<file path="src/rtl/smm258_final_sub.sv">
// rtl/smm258_final_sub.sv - Montgomery final conditional subtract, two-stage split 258-bit pipeline
// Optional feature macro: SMM_FINAL_SUB_RANGE_CHECK_EN adds range_err (t_in >= 2N flag).
module smm258_final_sub (
  input  logic         clk,
  input  logic         rst_n,
  input  logic         in_valid,
  output logic         in_ready,
  input  logic [258:0] t_in,
  input  logic [257:0] n_in,
  output logic         out_valid,
  input  logic         out_ready,
  output logic [257:0] out,
  output logic         sub_taken
`ifdef SMM_FINAL_SUB_RANGE_CHECK_EN
  ,
  output logic         range_err
`endif
);

  // Stage 1 holds the low-half difference and its borrow plus the upper operands.
  logic         s1_valid;
  logic [128:0] s1_diff_lo;
  logic         s1_borrow;
  logic [128:0] s1_t_lo;
  logic [129:0] s1_t_hi;
  logic [128:0] s1_n_hi;
`ifdef SMM_FINAL_SUB_RANGE_CHECK_EN
  logic [128:0] s1_n_lo;
`endif

  logic en1;
  logic en2;

  // Output register only moves when empty or drained; s1 moves when it can hand over.
  assign en2      = !out_valid || out_ready;
  assign en1      = !s1_valid || en2;
  assign in_ready = en1;

  // Low half: extra MSB of the 130-bit result is the borrow into the high half.
  logic [129:0] lo_sub;
  assign lo_sub = {1'b0, t_in[128:0]} - {1'b0, n_in[128:0]};

  // High half: 130-bit operands widened by one so bit 130 is the final borrow.
  logic [130:0] hi_sub;
  logic         ge;
  logic [257:0] out_next;
  assign hi_sub   = {1'b0, s1_t_hi} - {2'b00, s1_n_hi} - {130'd0, s1_borrow};
  assign ge       = !hi_sub[130];
  assign out_next = ge ? {hi_sub[128:0], s1_diff_lo} : {s1_t_hi[128:0], s1_t_lo};

`ifdef SMM_FINAL_SUB_RANGE_CHECK_EN
  // t >= 2N exactly when the subtracted result t-N is still >= N.
  logic [258:0] diff_full;
  logic         range_next;
  assign diff_full  = {hi_sub[129:0], s1_diff_lo};
  assign range_next = ge && (diff_full >= {1'b0, s1_n_hi, s1_n_lo});
`else
  logic unused_hi;
  assign unused_hi = hi_sub[129];
`endif

  // Stage 1 register: accept a new operand pair whenever en1 allows.
  always_ff @(posedge clk) begin
    if (!rst_n) begin
      s1_valid   <= 1'b0;
      s1_diff_lo <= '0;
      s1_borrow  <= 1'b0;
      s1_t_lo    <= '0;
      s1_t_hi    <= '0;
      s1_n_hi    <= '0;
`ifdef SMM_FINAL_SUB_RANGE_CHECK_EN
      s1_n_lo    <= '0;
`endif
    end else if (en1) begin
      s1_valid <= in_valid;
      if (in_valid) begin
        s1_diff_lo <= lo_sub[128:0];
        s1_borrow  <= lo_sub[129];
        s1_t_lo    <= t_in[128:0];
        s1_t_hi    <= t_in[258:129];
        s1_n_hi    <= n_in[257:129];
`ifdef SMM_FINAL_SUB_RANGE_CHECK_EN
        s1_n_lo    <= n_in[128:0];
`endif
      end
    end
  end

  // Stage 2 register: finish the high half, select, and hold while stalled.
  always_ff @(posedge clk) begin
    if (!rst_n) begin
      out_valid <= 1'b0;
      out       <= '0;
      sub_taken <= 1'b0;
`ifdef SMM_FINAL_SUB_RANGE_CHECK_EN
      range_err <= 1'b0;
`endif
    end else if (en2) begin
      out_valid <= s1_valid;
      if (s1_valid) begin
        out       <= out_next;
        sub_taken <= ge;
`ifdef SMM_FINAL_SUB_RANGE_CHECK_EN
        range_err <= range_next;
`endif
      end
    end
  end

endmodule
</file>
<file path="config.mk">
export PLATFORM = sky130hd
export DESIGN_NAME = smm258_final_sub
export DESIGN_NICKNAME = d
export VERILOG_FILES = /design/src/rtl/smm258_final_sub.sv
export SDC_FILE = /design/constraint.sdc
export NUM_CORES = 2
export LEC_CHECK = 0
export CAP_MARGIN = 10
export CORE_MARGIN = 2
export CORE_UTILIZATION = 55
export DETAILED_ROUTE_END_ITERATION = 10
export PLACE_DENSITY = 0.82
export REMOVE_ABC_BUFFERS = 1
export SYNTH_ARGS = -nofsm -noshare
export SYNTH_HDL_FRONTEND = slang
export SYNTH_SLANG_ARGS = --single-unit
</file>
<file path="constraint.sdc">
create_clock -name clk -period 5 [get_ports clk]
set_clock_uncertainty 0.15 [all_clocks]
set_input_delay 0.75 -clock clk [delete_from_list [all_inputs] [get_ports clk]]
set_output_delay 0.75 -clock clk [all_outputs]
set_load 0.01 [all_outputs]
</file>
==> flow_summary.toml <==
[run_status]
status = "completed"

[drt]
ant_nets = 0
vias = 52370
wl_um = 188800
wire_per_inst_um = 21.41
viasPerCell = 5.939
initialDrtViolationCount = 5185
drc = 0
firstDrtPassIters = 7

[synthesis]
synth-seq-cells = 779
synth_cell_type_count = 90
netlist_area_sq_um = 49020
synthFlopType = "dfxtp_1"
async_flop_share = 0
seq_area_frac_synth = 0.3181
syn_area_per_cell_sq_um = 7.185
synthCells = 6823
synth_edf_count = 0
yosys_warnings = 0

[sta]
relSlewSlack = 0.2819
final-hold-violation-count = 0
drv_slew = 0
worstMarginPinSlew_ps = 1077
final.setup.tns_ps = 0
fin_crit_sh = 0.9733
max_freq_mhz = 205.5
rsz0062_at_grt = "yes"
period_needed_ps = 4866
setup_viol = 0

[worst_setup_path]
critPathLaunchType = "flop"
crit_type = "reg -> reg"
crit_arrival_ps = 5320
cp-end-kind = "flop"
worstPathRequired_ps = 5450
r2r_setup_slack_ps = 130
path_max_fanout = 52

[global_route]
antenna_found_initial = 25
use_met1 = 0.4893
use_met3 = 0.09015
grt_max_degree = 226
overflow = 0
gr-usage-all-layers = 0.3909
grt_pass1_vias = 49440
grt.met2_usage = 0.6227
grt_first_pass_wirelength_um = 281800
busiest_layer = "met2"

[floorplanning]
start_util = 0.5547
die_w_um = 302.6
die_area_sq_um = 91540
coreArea_sq_um = 88370
row_count = 109
die_h_um = 302.6
io_pins = 782

[cells_and_area]
layout.nets = 8480
final_area_sq_um = 62520
drive_gt1_frac = 0.06836
syn2layout_area_growth_pct = 27.53

[pwr]
p_sw_frac = 0.3579
combPwrFrac = 0.361
peakVddDrop_v = 0.0004001
pwr_density_cell_nw_per_um2 = 342.5
seq_power_share = 0.328
p_clk_frac = 0.311
intPower_mw = 13.75
p_total_mw = 21.41
switchingPower_mw = 7.662
p_leak_nw = 28.12

[job]
cap_violations = 0

[clock_tree]
clk_pin_slew_ps = 60
postCtsHoldBufs = 0
cts_root_buf = "clkbuf_16"
cts.sinks = 779
cts_tree = "yes"
clock_latency_ps = 680
cts.path.max_buffers = 3
h-tree-depth = 3
cts_buffers = 84

[placed_design]
routabilityCongestion = 1.054
port_buffers = 781
dpl_cell_area_sq_um = 59210
hpwl_um = 142600

[min_path]
hp-class = "reg -> reg"
-- layout by cell type (no fill, tap or decap), types with 23 or more instances in the layout --
cell type,count
a211oi_1,28
a21boi_0,24
a21o_1,91
a21oi_1,932
a31oi_1,30
buf_12,23
buf_4,279
clkbuf_16,88
clkdlybuf4s50_1,780
dfxtp_1,778
ha_1,384
inv_1,577
nand2_1,1615
nand2b_1,24
nand3_1,183
nand4_1,137
nor2_1,273
nor2b_1,29
nor3_1,64
o211a_1,194
o211ai_1,79
o21a_1,40
o21ai_0,334
o21bai_1,55
xnor2_1,151
xor2_1,87
-- cell usage after synthesis, types with 19 or more instances --
cell / number / share of area
a211oi_1: 29 / 0.0044
a21boi_0: 24 / 0.0037
a21o_1: 91 / 0.014
a21oi_1: 933 / 0.095
a31oi_1: 31 / 0.0040
buf_2: 61 / 0.0062
clkbuf_1: 354 / 0.027
dfxtp_1: 779 / 0.32
ha_1: 386 / 0.099
inv_1: 578 / 0.044
nand2_1: 1621 / 0.12
nand2b_1: 25 / 0.0032
nand3_1: 183 / 0.019
nand4_1: 137 / 0.017
nor2_1: 274 / 0.021
nor2b_1: 30 / 0.0038
nor3_1: 65 / 0.0066
nor4_1: 20 / 0.0026
o211a_1: 194 / 0.040
o211ai_1: 79 / 0.012
o21a_1: 40 / 0.0061
o21ai_0: 336 / 0.034
o21ai_1: 19 / 0.0019
o21bai_1: 55 / 0.0084
xnor2_1: 151 / 0.027
xor2_1: 87 / 0.016
-- cells by family (layout without fill, tap and decap cells) --
kind of cell,after synthesis,in the layout,share of synthesized area
buffers and inverters,1011,1824,0.07973
XOR/XNOR,238,238,0.04252
AO/OA/AOI/OAI,1951,1951,0.2475
multiplexers,6,6,0.001251
flip-flops,779,779,0.3181
AND/OR/NAND/NOR,2449,2449,0.2111
adder cells (fa/ha/maj),389,389,0.09974
other,0,16,0
-- sequential cells by signal (all words and copies together), names as in the netlist --
name / flops
out: 258
out_valid: 1
s1_borrow: 1
s1_diff_lo: 129
s1_n_hi: 129
s1_t_hi: 130
s1_t_lo: 129
s1_valid: 1
sub_taken: 1
-- worst paths after layout --
| check | start | endpoint | cells past startpoint |
|---|---|---|---|
| worst max-delay path | s1_n_hi[0] | out[49] | 20 |
| worst min-delay path | s1_diff_lo[7] | s1_diff_lo[7] | 2 |
| worst max register to register | s1_n_hi[0] | out[49] | 20 |
| worst min register to register | s1_diff_lo[7] | s1_diff_lo[7] | 2 |
-- critical path: stages (launching register included) --
cell	delay [ps]
dfxtp_2	330
inv_1	50
fa_1	570
ha_2	180
nor2_1	60
fa_2	380
nand3b_1	160
a221oi_4	120
a2111oi_4	320
nor3b_2	110
o21ai_4	220
a31oi_4	150
o211ai_4	300
a21oi_4	120
o31ai_4	340
a41o_4	370
buf_12	170
buf_16	240
nand2_1	120
nand3_1	110
o211a_1	160
-- timing repair --
action	4_1_cts	5_1_grt
endpoints found under the hold margin	0	0
gates cloned	2	2
pin swaps	2	16
buffers inserted	2	8
setup endpoints to repair	93	255
resized for setup	11	26
-- layout make-up --
type                            instances  area, sq um
Multi-Input combinational cell       5033        29690
Fill cell                            7290        25860
Sequential cell                       779        15600
Timing Repair Buffer                 1094        10640
Clock buffer                          120         2440
Inverter                              578         2177
Tap cell                             1165         1458
Clock inverter                         32        474.2
Antenna cell                           16        40.04
-- per-stage QoR --
| stage | setup slack (ps) | utilization | cells | hold WS, ps |
|---|---|---|---|---|
| 6_report | 133.6 | 0.7074 | 8817 | 301.2 |
| 5_1_grt | -80.23 | 0.7073 | 8814 | 312.7 |
| 4_1_cts | -23.70 | 0.7044 | 8791 | 294.3 |
| 3_5_place_dp | -193.0 | 0.6700 | 8635 | 291.7 |
| 3_3_place_gp | -88.40 | 0.6700 | 8635 | 285.0 |
| 2_1_floorplan | -12300 | - | 6390 | 274.9 |
-- routing by layer --
metal  wire, um  up-vias
li1           -    24740
met1      74050    24500
met2      84460     2576
met3      18480      531
met4      11640       22
met5        129        -
-- power groups by stage --
stage | sequential [mW] | clock [mW] | combinational [mW]
after floorplan | 7.09 | 0 | 4.58
after global placement | 7.11 | 0 | 7.26
after detailed placement | 7.12 | 0 | 7.30
after CTS | 6.99 | 6.69 | 7.46
after global routing | 7.04 | 6.91 | 8.35
final | 7.01 | 6.67 | 7.73
Note: power is estimated with default switching activity, not from simulation.
